**src/rtl/mac_accumulator_if.sv**
```systemverilog
// Handshake bundle between the multiplier array, the accumulation stage and
// the result consumer. The slave modport is the accumulator's view.
interface mac_accumulator_if #(
  parameter int PROD_W = 16,
  parameter int ACC_W  = 20,
  parameter int LEN_W  = 8
);
  logic              clear_i;
  logic              sat_en_i;
  logic              prod_valid_i;
  logic              prod_ready_o;
  logic [PROD_W-1:0] prod_i;
  logic              prod_last_i;
  logic              acc_valid_o;
  logic              acc_ready_i;
  logic [ACC_W-1:0]  acc_o;
  logic              acc_ovf_o;
  logic [LEN_W-1:0]  acc_count_o;

  modport slave (
    input  clear_i, sat_en_i, prod_valid_i, prod_i, prod_last_i, acc_ready_i,
    output prod_ready_o, acc_valid_o, acc_o, acc_ovf_o, acc_count_o
  );

  modport master (
    output clear_i, sat_en_i, prod_valid_i, prod_i, prod_last_i, acc_ready_i,
    input  prod_ready_o, acc_valid_o, acc_o, acc_ovf_o, acc_count_o
  );
endinterface

```
**src/rtl/mac_accumulator.sv**
```systemverilog
// Accumulation stage of the pipelined MAC: sums a run of unsigned products,
// optionally saturating, and holds the result until the consumer takes it.
//
// state | meaning
// ACCUM | accepting products, registers show the running partial sum
// HOLD  | result presented on acc_o, input stalled until acc_ready_i
module mac_accumulator #(
  parameter int PROD_W = 16,
  parameter int ACC_W  = 20,
  parameter int LEN_W  = 8
) (
  input  logic                clk,
  input  logic                rst_n,
  mac_accumulator_if.slave    bus
);

  typedef enum logic {ACCUM = 1'b0, HOLD = 1'b1} state_t;

  state_t             state_q, state_d;
  logic [ACC_W-1:0]   acc_q, acc_d;
  logic               ovf_q, ovf_d;
  logic [LEN_W-1:0]   cnt_q, cnt_d;
  logic               valid_q, valid_d;
  logic               prod_ready;
  logic               accept;
  logic [ACC_W:0]     sum;

  // Ready depends only on state and clear so it never waits on prod_valid_i.
  always_comb begin
    prod_ready = (state_q == ACCUM) && !bus.clear_i;
    accept     = bus.prod_valid_i && prod_ready;
    sum        = {1'b0, acc_q} + {{(ACC_W + 1 - PROD_W){1'b0}}, bus.prod_i};
  end

  // Next-state and datapath update; clear outranks both accept and result take.
  always_comb begin
    state_d = state_q;
    acc_d   = acc_q;
    ovf_d   = ovf_q;
    cnt_d   = cnt_q;
    valid_d = valid_q;
    if (bus.clear_i) begin
      state_d = ACCUM;
      acc_d   = '0;
      ovf_d   = 1'b0;
      cnt_d   = '0;
      valid_d = 1'b0;
    end else begin
      case (state_q)
        ACCUM: begin
          if (accept) begin
            if (sum[ACC_W]) begin
              ovf_d = 1'b1;
              acc_d = bus.sat_en_i ? {ACC_W{1'b1}} : sum[ACC_W-1:0];
            end else begin
              acc_d = sum[ACC_W-1:0];
            end
            cnt_d = (&cnt_q) ? cnt_q : cnt_q + LEN_W'(1);
            if (bus.prod_last_i) begin
              state_d = HOLD;
              valid_d = 1'b1;
            end
          end
        end
        HOLD: begin
          if (valid_q && bus.acc_ready_i) begin
            state_d = ACCUM;
            acc_d   = '0;
            ovf_d   = 1'b0;
            cnt_d   = '0;
            valid_d = 1'b0;
          end
        end
        default: state_d = ACCUM;
      endcase
    end
  end

  // State and datapath registers; reset discards any run or held result.
  always_ff @(posedge clk or negedge rst_n) begin
    if (!rst_n) begin
      state_q <= ACCUM;
      acc_q   <= '0;
      ovf_q   <= 1'b0;
      cnt_q   <= '0;
      valid_q <= 1'b0;
    end else begin
      state_q <= state_d;
      acc_q   <= acc_d;
      ovf_q   <= ovf_d;
      cnt_q   <= cnt_d;
      valid_q <= valid_d;
    end
  end

  // Outputs come straight from the running registers.
  always_comb begin
    bus.prod_ready_o = prod_ready;
    bus.acc_valid_o  = valid_q;
    bus.acc_o        = acc_q;
    bus.acc_ovf_o    = ovf_q;
    bus.acc_count_o  = cnt_q;
  end

endmodule

```
**src/flat_wrapper.sv**
```systemverilog
// flat-port wrapper written by rule: the top's interface ports become plain ports
module mac_accumulator_flat 
#(
  parameter int PROD_W = 16,
  parameter int ACC_W  = 20,
  parameter int LEN_W  = 8
)
  (clk, rst_n, bus_clear_i, bus_sat_en_i, bus_prod_valid_i, bus_prod_i, bus_prod_last_i, bus_acc_ready_i, bus_prod_ready_o, bus_acc_valid_o, bus_acc_o, bus_acc_ovf_o, bus_acc_count_o);
  mac_accumulator_if #(.PROD_W(PROD_W), .ACC_W(ACC_W), .LEN_W(LEN_W)) bus_i ();
  input  logic clk;
  input  logic rst_n;
  input wire logic [$bits(bus_i.clear_i)-1:0] bus_clear_i;
  input wire logic [$bits(bus_i.sat_en_i)-1:0] bus_sat_en_i;
  input wire logic [$bits(bus_i.prod_valid_i)-1:0] bus_prod_valid_i;
  input wire logic [$bits(bus_i.prod_i)-1:0] bus_prod_i;
  input wire logic [$bits(bus_i.prod_last_i)-1:0] bus_prod_last_i;
  input wire logic [$bits(bus_i.acc_ready_i)-1:0] bus_acc_ready_i;
  output wire logic [$bits(bus_i.prod_ready_o)-1:0] bus_prod_ready_o;
  output wire logic [$bits(bus_i.acc_valid_o)-1:0] bus_acc_valid_o;
  output wire logic [$bits(bus_i.acc_o)-1:0] bus_acc_o;
  output wire logic [$bits(bus_i.acc_ovf_o)-1:0] bus_acc_ovf_o;
  output wire logic [$bits(bus_i.acc_count_o)-1:0] bus_acc_count_o;
  assign bus_i.clear_i = bus_clear_i;
  assign bus_i.sat_en_i = bus_sat_en_i;
  assign bus_i.prod_valid_i = bus_prod_valid_i;
  assign bus_i.prod_i = bus_prod_i;
  assign bus_i.prod_last_i = bus_prod_last_i;
  assign bus_i.acc_ready_i = bus_acc_ready_i;
  assign bus_prod_ready_o = bus_i.prod_ready_o;
  assign bus_acc_valid_o = bus_i.acc_valid_o;
  assign bus_acc_o = bus_i.acc_o;
  assign bus_acc_ovf_o = bus_i.acc_ovf_o;
  assign bus_acc_count_o = bus_i.acc_count_o;
  mac_accumulator #(.PROD_W(PROD_W), .ACC_W(ACC_W), .LEN_W(LEN_W)) u_core (.clk(clk), .rst_n(rst_n), .bus(bus_i));
endmodule
```
**config.mk**
```make
export PLATFORM = sky130hd
export DESIGN_NAME = mac_accumulator_flat
export DESIGN_NICKNAME = d
export VERILOG_FILES = /design/src/rtl/mac_accumulator_if.sv /design/src/rtl/mac_accumulator.sv /design/src/flat_wrapper.sv
export SDC_FILE = /design/constraint.sdc
export NUM_CORES = 1
export LEC_CHECK = 0
export ABC_CLOCK_PERIOD_IN_PS = 4700
export CORE_UTILIZATION = 50
export CTS_BUF_LIST = sky130_fd_sc_hd__clkbuf_16
export DETAILED_ROUTE_END_ITERATION = 12
export DONT_BUFFER_PORTS = 1
export GPL_TIMING_DRIVEN = 0
export SYNTH_ARGS = -nofsm -noshare
export SYNTH_HDL_FRONTEND = slang
export SYNTH_SLANG_ARGS = --single-unit
export TNS_END_PERCENT = 100
```
**constraint.sdc**
```tcl
create_clock -name clk -period 4.7 [get_ports clk]
set_input_delay 0.47 -clock clk [delete_from_list [all_inputs] [get_ports clk]]
set_output_delay 0.47 -clock clk [all_outputs]
set_load 0.02 [all_outputs]
```
==> results of run 1 <==
## synthesized netlist by cell type, drive strengths merged, types with 3 or more instances
master / instances
nand3: 9
buf: 5
xnor2: 9
clkbuf: 6
nand4: 4
o21a: 5
dfrtp: 31
ha: 17
and3: 5
a22oi: 8
nor2: 20
xor2: 11
a211oi: 4
a31oi: 3
nand2: 36
a21oi: 21
inv: 4
o21ai: 11
o211ai: 13
a21o: 3
## sequential cells by signal, summed over array words and instances (netlist names)
register / count
u_core.bus.acc_o: 20
u_core.bus.acc_count_o: 8
u_core.bus.acc_ovf_o: 1
u_core.bus.acc_valid_o: 1
u_core.state_q: 1
## critical path, cell delays in order, from the launching register on
cell and delay, ns:
sky130_fd_sc_hd__dfrtp_1 0.47, sky130_fd_sc_hd__ha_1 0.29, sky130_fd_sc_hd__fa_1 0.44, sky130_fd_sc_hd__a211oi_1 0.31, sky130_fd_sc_hd__o21ai_1 0.15, sky130_fd_sc_hd__o21ai_2 0.17, sky130_fd_sc_hd__a211o_1 0.15, sky130_fd_sc_hd__buf_6 0.15
sky130_fd_sc_hd__nand2_1 0.05, sky130_fd_sc_hd__or3_1 0.29
## cell type report
cell class | count | area (µm²)
clock buffer | 5 | 125
timing repair buffer | 1 | 20.0
inverter | 4 | 15.0
tap | 50 | 62.6
buffer | 11 | 70.1
sequential | 31 | 776
multi-input combinational | 204 | 1380
fill | 376 | 1660
clock inverter | 3 | 38.8
## path summary, 6_finish.rpt
path	start	end	slack, ns	cells past startpoint
max in group asynchronous	rst_n	u_core.bus.acc_o[7]	4.51	1
min in group clk	bus_clear_i	u_core.state_q	0.25	1
worst min register to register	u_core.state_q	u_core.state_q	0.61	2
worst max register to register	u_core.bus.acc_o[0]	u_core.bus.acc_o[17]	2.10	9
worst max-delay path	u_core.bus.acc_o[0]	u_core.bus.acc_o[17]	2.10	9
worst min-delay path	rst_n	u_core.bus.acc_o[14]	0.02	1
## metrics by stage
stage                     instance area (µm²)  utilization  std cells  hold WS (ns)  worst slack (ns)
final                                    2490        0.601        309        0.0183              2.10
after global routing                     2490        0.601        309        0.0339              1.90
after CTS                                2490        0.601        309        0.0213              2.07
after detailed placement                 2300        0.556        300         0.175              2.09
after global placement                   2300        0.556        300         0.175              2.07
after floorplan                          2240            -        250         0.174              2.31
## power by group through the flow
| stage | clock network, mW | registers, mW | logic [mW] |
|---|---|---|---|
| 2_1_floorplan | 0 | 0.343 | 0.208 |
| 3_3_place_gp | 0 | 0.348 | 0.250 |
| 3_5_place_dp | 0 | 0.348 | 0.249 |
| 4_1_cts | 0.369 | 0.344 | 0.259 |
| 5_1_grt | 0.377 | 0.348 | 0.293 |
| 6_report | 0.361 | 0.344 | 0.260 |
## kinds of logic (layout without fill, tap and decap cells)
family                   count (synthesis)  count (layout)
AND/OR/NAND/NOR                         86              86
AO/OA/AOI/OAI                           79              79
flip-flops                              31              31
XOR/XNOR                                20              20
adder cells (fa/ha/maj)                 18              18
buffers and inverters                   15              24
multiplexers                             1               1
## layer usage
layer  track usage  routed length [µm]  vias up
met5             0                   0        -
met4        0.0689                  66        0
met3        0.0658                 298        7
met2         0.343                2190       51
met1         0.329                2550      889
li1              -                   -      931
==> summary.log, run 1 <==
[logic_synthesis] share of cell area taken by muxes after synthesis 0.00446
[outcome] status complete, no violations
[routing] Remaining DRCs 0
[logic_synthesis] flip-flop and latch count after synthesis 31
[finish] area grow syn2layout 11.0%
[run] total of max-cap violations 0
[place] weighted congestion reported at the end of routability-driven placement 0.842
[finish] fraction of layout cells with a size suffix above 1 0.112
[timing] Tightest Pin Transition 0.669 ns
[timing] max-slew headroom at the worst pin 0.553
[worst_setup_path] worst setup path category reg -> reg
[grt] Overflow after GRT 0
[cts] quantity of gates resized following cts 0
[logic_synthesis] Synth Area in Adders 0.104
[routing] detailed-route wire length 5100 µm
[logic_synthesis] count of flip-flops with a built-in enable after synthesis 0
[timing] maximum operating frequency 385 MHz
[timing] worst setup skew after layout 0.00466 ns
[worst_setup_path] Max Fanout on Critical Path 9
[logic_synthesis] combinational family with the most area after synthesis compound AO/OA/AOI/OAI gates
[power] power share of the combinational group 0.270
[floorplanning] floorplan row count 23
[finish] antenna diode count 0
[worst_hold_path] classification of the worst-slack hold path in -> async
[floorplanning] initial core utilization 0.541
[timing] fin. max-slew vios 0
[grt] pin count of the biggest net entering global routing 32
[logic_synthesis] synthesized-area fraction occupied by and/or/nand/nor cells 0.174
[cts] total CTS buffers 5
[routing] total number of vias 1,878
[cts] Num Clock Sinks 31
[cts] number of setup buffers added after CTS 0
[cts] clock root cell sky130_fd_sc_hd__clkbuf_16
[power] static leakage 1.17 nW
[grt] vias in the first global route 1,725
[place] number of input and output port buffers inserted 0
[power] Pwr per Cell Area 388 mW/mm²
[power] Flop pwr share 0.356
[logic_synthesis] synth unique cells 49
[cts] number of hold buffers added after CTS 1
[power] NetSw 0.322 mW
[grt] global-route usage over all layers 0.233
[cts] number of H-tree levels 2
[power] total internal power 0.643 mW
[logic_synthesis] area share of the largest cell type after synthesis 0.346
[place] final HPWL from detailed placement 3730 µm
[worst_setup_path] CP endpoint kind flip-flop
[logic_synthesis] instance count of the mapped netlist 250
[timing] time the worst path needs with I/O delays and setup 2.60 ns
[cts] CTS tree built
[worst_setup_path] crit path DAT 2.76 ns
[timing] count of endpoints failing setup in the final report 0
[power] Worst VDD drop 0.289 mV
[routing] initial detailed-routing violation count 128
[power] fraction of power spent switching nets 0.334
[finish] commonest non-fill, non-tap cells in the layout 36 x sky130_fd_sc_hd__nand2_1, 31 x sky130_fd_sc_hd__dfrtp_1, 20 x sky130_fd_sc_hd__nor2_1, 20 x sky130_fd_sc_hd__a21oi_1, 17 x sky130_fd_sc_hd__ha_1
[timing] Tcrit/Tclk final 0.553
[power] clock power share 0.374
[logic_synthesis] syn_area_per_cell 8.97 µm²
[floorplanning] die span in y 69.0 µm
[worst_setup_path] critical path required time 4.86 ns
[timing] setup repair after global routing missed its margin no
[logic_synthesis] Synth async-reset ratio 1.00
[logic_synthesis] XOR/XNOR Fraction of Synth Area 0.0781
[timing] setup_tns 0 ns
[timing] Final Hold Vio Count 0
[routing] iteration count of the initial detailed-routing pass 4
[routing] residual antenna-violating net count after detailed routing 0
[floorplanning] die footprint 0.00476 mm²
[floorplanning] placeable core region 0.00414 mm²
[grt] wire length of the first global-routing pass 8030 µm
[cts] number of buffers on the longest clock path 2
[logic_synthesis] synth top area cells sky130_fd_sc_hd__dfrtp_1 35%, sky130_fd_sc_hd__ha_1 9.5%, sky130_fd_sc_hd__nand2_1 6.0%
[routing] average detailed-routed wire length per instance 16.5 µm
[logic_synthesis] predominant post-synthesis flop cell sky130_fd_sc_hd__dfrtp_1
[grt] antenna violations before repair 0
[finish] net count of the finished layout 299
[logic_synthesis] syn nets 291
[logic_synthesis] post-synthesis compound-gate area fraction 0.256
[cts] Clock transition at path regs 0.05 ns
[floorplanning] horizontal die dimension 69.0 µm
[cts] Worst-Skew Late Latency 0.28 ns
[routing] routed via count divided by cell count 6.08
[worst_setup_path] kind of launch point of the worst setup path flip-flop
[logic_synthesis] post-synthesis instance area 0.00224 mm²
[finish] most frequent standard cell in the layout excluding fill and tap cells sky130_fd_sc_hd__nand2_1
[logic_synthesis] number of warning messages in the yosys log 0
[logic_synthesis] dominant cell type by area after synthesis sky130_fd_sc_hd__dfrtp_1
[floorplanning] I/O pin total 54
[logic_synthesis] sequential cell area fraction in the yosys report 0.346
[power] total power consumption of the routed design 0.965 mW
No activity file was read; power rests on OpenSTA's default activity.
==> inputs of run 2 (changes only) <==
ABC_AREA = 1   (was default)
ABC_CLOCK_PERIOD_IN_PS = 2100   (was 4700)
PLACE_DENSITY = 0.68   (was default)
clock period = 2.1 ns   (was 4.7 ns; I/O delays follow)
==> run 2 against run 1 <==
Clock skew increased by 0.0033 ns. Clock power increased by 95%. Final area is 25% higher. Critical endpoint is now u_core.bus.acc_o[12]. Largest cell class unchanged.
==> summary.log, run 2 <==
[floorplanning] floorplan row count 25 [was 23]
[logic_synthesis] Synth async-reset ratio 1.00 [unchanged]
[finish] commonest non-fill, non-tap cells in the layout 156 x sky130_fd_sc_hd__nand2_1, 57 x sky130_fd_sc_hd__inv_1, 34 x sky130_fd_sc_hd__nor2_1 [was 36 x sky130_fd_sc_hd__nand2_1, 31 x sky130_fd_sc_hd__dfrtp_1, 20 x sky130_fd_sc_hd__nor2_1, 20 x sky130_fd_sc_hd__a21oi_1, 17 x sky130_fd_sc_hd__ha_1]
[finish] antenna diode count 0 [unchanged]
[floorplanning] initial core utilization 0.533 [was 0.541]
[logic_synthesis] synth top area cells sky130_fd_sc_hd__dfrtp_1 30%, sky130_fd_sc_hd__nand2_1 23%, sky130_fd_sc_hd__ha_1 8.2% [was sky130_fd_sc_hd__dfrtp_1 35%, sky130_fd_sc_hd__ha_1 9.5%, sky130_fd_sc_hd__nand2_1 6.0%]
[floorplanning] I/O pin total 54 [unchanged]
[worst_setup_path] Worst Reg2Reg Path Length in Cells 13 [was 9]
[logic_synthesis] count of flip-flops with a built-in enable after synthesis 0 [unchanged]
[logic_synthesis] share of cell area taken by muxes after synthesis 0 [was 0.00446]
[finish] area grow syn2layout 19.2% [was 11.0%]
[power] Worst VDD drop 0.474 mV [was 0.289 mV]
[timing] Tcrit/Tclk final 0.978 [was 0.553]
[worst_setup_path] most used cell, CP sky130_fd_sc_hd__nand2_4
[run] total of max-cap violations 0 [unchanged]
[power] static leakage 1.70 nW [was 1.17 nW]
[timing] maximum operating frequency 487 MHz [was 385 MHz]
[cts] Clock transition at path regs 0.05 ns [about the same]
[place] weighted congestion reported at the end of routability-driven placement 0.901 [was 0.842]
[cts] number of buffers on the longest clock path 2 [unchanged]
[worst_setup_path] critical path cell sequence ha_4 -> fa_2 -> nand2_2 -> nand2_2 -> nand3_2 -> nand2_4 -> nand2_4 -> nand2_4 -> nand3_4 -> clkbuf_16 -> nand3_2 -> nand2_1 -> nand2_1 [was ha_1 -> fa_1 -> a211oi_1 -> o21ai_1 -> o21ai_2 -> a211o_1 -> buf_6 -> nand2_1 -> or3_1]
[power] Pwr per Cell Area 719 mW/mm² [was 388 mW/mm²]
[floorplanning] horizontal die dimension 74.1 µm [was 69.0 µm]
[timing] time the worst path needs with I/O delays and setup 2.05 ns [was 2.60 ns]
[cts] total CTS buffers 5 [unchanged]
[worst_hold_path] Hold Path Depth 2
[logic_synthesis] synthesized-area fraction occupied by and/or/nand/nor cells 0.420 [was 0.174]
[logic_synthesis] syn nets 444 [was 291]
[grt] Overflow after GRT 0 [unchanged]
[place] final HPWL from detailed placement 4800 µm [was 3730 µm]
[logic_synthesis] XOR/XNOR Fraction of Synth Area 0.0303 [was 0.0781]
[place] setup slack after placement -0.223 ns [was 2.09 ns]
[worst_hold_path] classification of the worst-slack hold path in -> reg [was in -> async]
[grt] global-route usage over all layers 0.243 [was 0.233]
[cts] CTS tree built [unchanged]
[cts] Num Clock Sinks 31 [unchanged]
[logic_synthesis] most numerous cell in the Yosys netlist sky130_fd_sc_hd__nand2_1 [unchanged]
[cts] clock root cell sky130_fd_sc_hd__clkbuf_16 [unchanged]
[routing] total number of vias 2,453 [was 1,878]
[cts] number of H-tree levels 2 [unchanged]
[grt] pin count of the biggest net entering global routing 32 [unchanged]
[logic_synthesis] number of warning messages in the yosys log 0 [unchanged]
[logic_synthesis] sequential cell area fraction in the yosys report 0.298 [was 0.346]
[routing] average detailed-routed wire length per instance 13.3 µm [was 16.5 µm]
[grt] vias in the first global route 2,372 [was 1,725]
[place] number of input and output port buffers inserted 0 [unchanged]
[logic_synthesis] instance count of the mapped netlist 403 [was 250]
[logic_synthesis] post-synthesis compound-gate area fraction 0.0678 [was 0.256]
[finish] most frequent standard cell in the layout excluding fill and tap cells sky130_fd_sc_hd__nand2_1 [unchanged]
[grt] antenna violations before repair 0 [unchanged]
[floorplanning] die span in y 74.1 µm [was 69.0 µm]
[finish] number of standard cells in the final layout excluding fillers 485 [was 309]
[logic_synthesis] dominant cell type by area after synthesis sky130_fd_sc_hd__dfrtp_1 [unchanged]
[floorplanning] placeable core region 0.00488 mm² [was 0.00414 mm²]
[grt] wire length of the first global-routing pass 10,100 µm [was 8030 µm]
[cts] Worst-Skew Late Latency 0.28 ns [about the same]
[finish] fraction of layout cells with a size suffix above 1 0.148 [was 0.112]
[timing] Tightest Pin Transition 0.496 ns [was 0.669 ns]
[timing] final worst-path setup slack 0.0471 ns [was 2.10 ns]
[worst_setup_path] CP endpoint kind flip-flop [unchanged]
[logic_synthesis] combinational family with the most area after synthesis simple AND/OR/NAND/NOR gates [was compound AO/OA/AOI/OAI gates]
[timing] setup repair after global routing missed its margin yes [was no]
[logic_synthesis] post-synthesis instance area 0.00260 mm² [was 0.00224 mm²]
[logic_synthesis] area share of the largest cell type after synthesis 0.298 [was 0.346]
[logic_synthesis] top cell types by occurrence after synthesis 159 x sky130_fd_sc_hd__nand2_1, 56 x sky130_fd_sc_hd__inv_1, 35 x sky130_fd_sc_hd__nor2_1 [was 36 x sky130_fd_sc_hd__nand2_1, 31 x sky130_fd_sc_hd__dfrtp_1, 20 x sky130_fd_sc_hd__a21oi_1, 20 x sky130_fd_sc_hd__nor2_1, 17 x sky130_fd_sc_hd__ha_1]
[routing] iteration count of the initial detailed-routing pass 4 [unchanged]
[routing] routed via count divided by cell count 5.06 [was 6.08]
[finish] net count of the finished layout 458 [was 299]
[routing] residual antenna-violating net count after detailed routing 0 [unchanged]
[finish] end-of-flow core utilization 0.636 [was 0.601]
[logic_synthesis] syn_area_per_cell 6.46 µm² [was 8.97 µm²]
[worst_setup_path] slowest stage delay, CP 0.47 ns [about the same]
[timing] hold slack 0.0650 ns [was 0.0183 ns]
[worst_setup_path] critical path required time 2.27 ns [was 4.86 ns]
[timing] max-slew headroom at the worst pin 0.669 [was 0.553]
[floorplanning] die footprint 0.00550 mm² [was 0.00476 mm²]
[routing] Remaining DRCs 0 [unchanged]
[logic_synthesis] Synth Area in Adders 0.0894 [was 0.104]
[routing] detailed-route wire length 6440 µm [was 5100 µm]
[timing] worst setup skew after layout 0.00795 ns [was 0.00466 ns]
[routing] initial detailed-routing violation count 138 [was 128]
[worst_setup_path] Max Fanout on Critical Path 5 [was 9]
[logic_synthesis] predominant post-synthesis flop cell sky130_fd_sc_hd__dfrtp_1 [unchanged]
[logic_synthesis] synth unique cells 29 [was 49]
[worst_setup_path] kind of launch point of the worst setup path flip-flop [unchanged]
[timing] fin. max-slew vios 0 [unchanged]
[outcome] status complete, no violations [unchanged]
[timing] setup_tns 0 ns [unchanged]
[worst_setup_path] Max stage delay cell, worst path sky130_fd_sc_hd__dfrtp_2 [was sky130_fd_sc_hd__dfrtp_1]
[worst_setup_path] worst setup path category reg -> reg [unchanged]
[timing] count of endpoints failing setup in the final report 0 [unchanged]
[logic_synthesis] flip-flop and latch count after synthesis 31 [unchanged]
[timing] Final Hold Vio Count 0 [unchanged]
[worst_setup_path] worst setup slack for register-to-register paths 0.05 ns [was 2.10 ns]
[finish] max reg flops 20 [unchanged]
[place] Cells after DPL 470 [was 300]
[worst_setup_path] crit path DAT 2.22 ns [was 2.76 ns]
run 2: cell count changes after synthesis, moves of 5 or more:
cell	delta
sky130_fd_sc_hd__nand2_2	+5
sky130_fd_sc_hd__a22oi_1	-8
sky130_fd_sc_hd__inv_1	+52
sky130_fd_sc_hd__nand2_1	+123
sky130_fd_sc_hd__nor3_1	+6
sky130_fd_sc_hd__xnor2_1	-7
sky130_fd_sc_hd__nand3_2	+8
sky130_fd_sc_hd__o211ai_1	-9
sky130_fd_sc_hd__nand3_1	+16
sky130_fd_sc_hd__nor2_1	+15
sky130_fd_sc_hd__a21oi_1	-6
sky130_fd_sc_hd__and3_1	-5
sky130_fd_sc_hd__o21ai_0	+6
run 2: final cells by class:
cell class / instances / area [µm²]
fillers: 462 / 1780
multi-input cells: 309 / 1750
flip-flops and latches: 31 / 783
inverters: 58 / 220
clock buffers: 5 / 125
repair buffers: 7 / 85.1
well taps: 67 / 83.8
plain buffers: 5 / 37.5
clock inverters: 3 / 16.3
run 2: final timing paths:
path,startpoint,end
worst max-delay path,u_core.bus.acc_o[0],u_core.bus.acc_o[12]
worst min-delay path,bus_prod_last_i,u_core.state_q
worst max register to register,u_core.bus.acc_o[0],u_core.bus.acc_o[12]
worst min register to register,u_core.bus.acc_o[5],u_core.bus.acc_o[5]
max in group asynchronous,rst_n,u_core.bus.acc_o[0]
min in group asynchronous,rst_n,u_core.bus.acc_o[7]
run 2: cell families (layout without fill, tap and decap cells):
group | Yosys count | count (layout)
adders and majority gates | 18 | 18
and+or+nand+nor | 249 | 249
AOI/OAI and AO/OA | 33 | 33
buffers and inverters | 63 | 78
DFF | 31 | 31
xor gates and xnor gates | 9 | 9
run 2: worst max-delay path: cells and delay by family, from the launching register on:
kind | cells | cell delay (ns)
fa+ha+maj | 2 | 0.54
buf+inv | 1 | 0.17
flops | 1 | 0.47
simple gates | 10 | 0.75
run 2: stage by stage:
step | total power, mW | cell area, µm²
2_1_floorplan | 1.29 | 2600
3_3_place_gp | 1.40 | 2690
3_5_place_dp | 1.42 | 2690
4_1_cts | 2.15 | 2900
5_1_grt | 2.38 | 3100
6_report | 2.23 | 3100
run 2: per-layer routing:
metal / vias up / global-route usage / part of all wire
li1: 1294 / - / -
met1: 1086 / 0.287 / 0.44
met2: 56 / 0.417 / 0.48
met3: 17 / 0.0705 / 0.055
met4: 0 / 0.0940 / 0.025
met5: - / 0 / 0
run 2: repair_timing:
item / CTS / global route
endpoints found under the hold margin: 31 / 0
hold buffers: 2 / 0
setup buffers: 1 / 3
setup endpoints to repair: 21 / 20
resized for setup: 8 / 27
pin swaps: 1 / 7
gates cloned: 0 / 1
run 2: report_power, final:
| group | internal, mW | switching (mW) | leakage (nW) |
|---|---|---|---|
| logic | 0.296 | 0.431 | 1.21 |
| registers | 0.657 | 0.143 | 0.412 |
| clock network | 0.432 | 0.271 | 0.0710 |
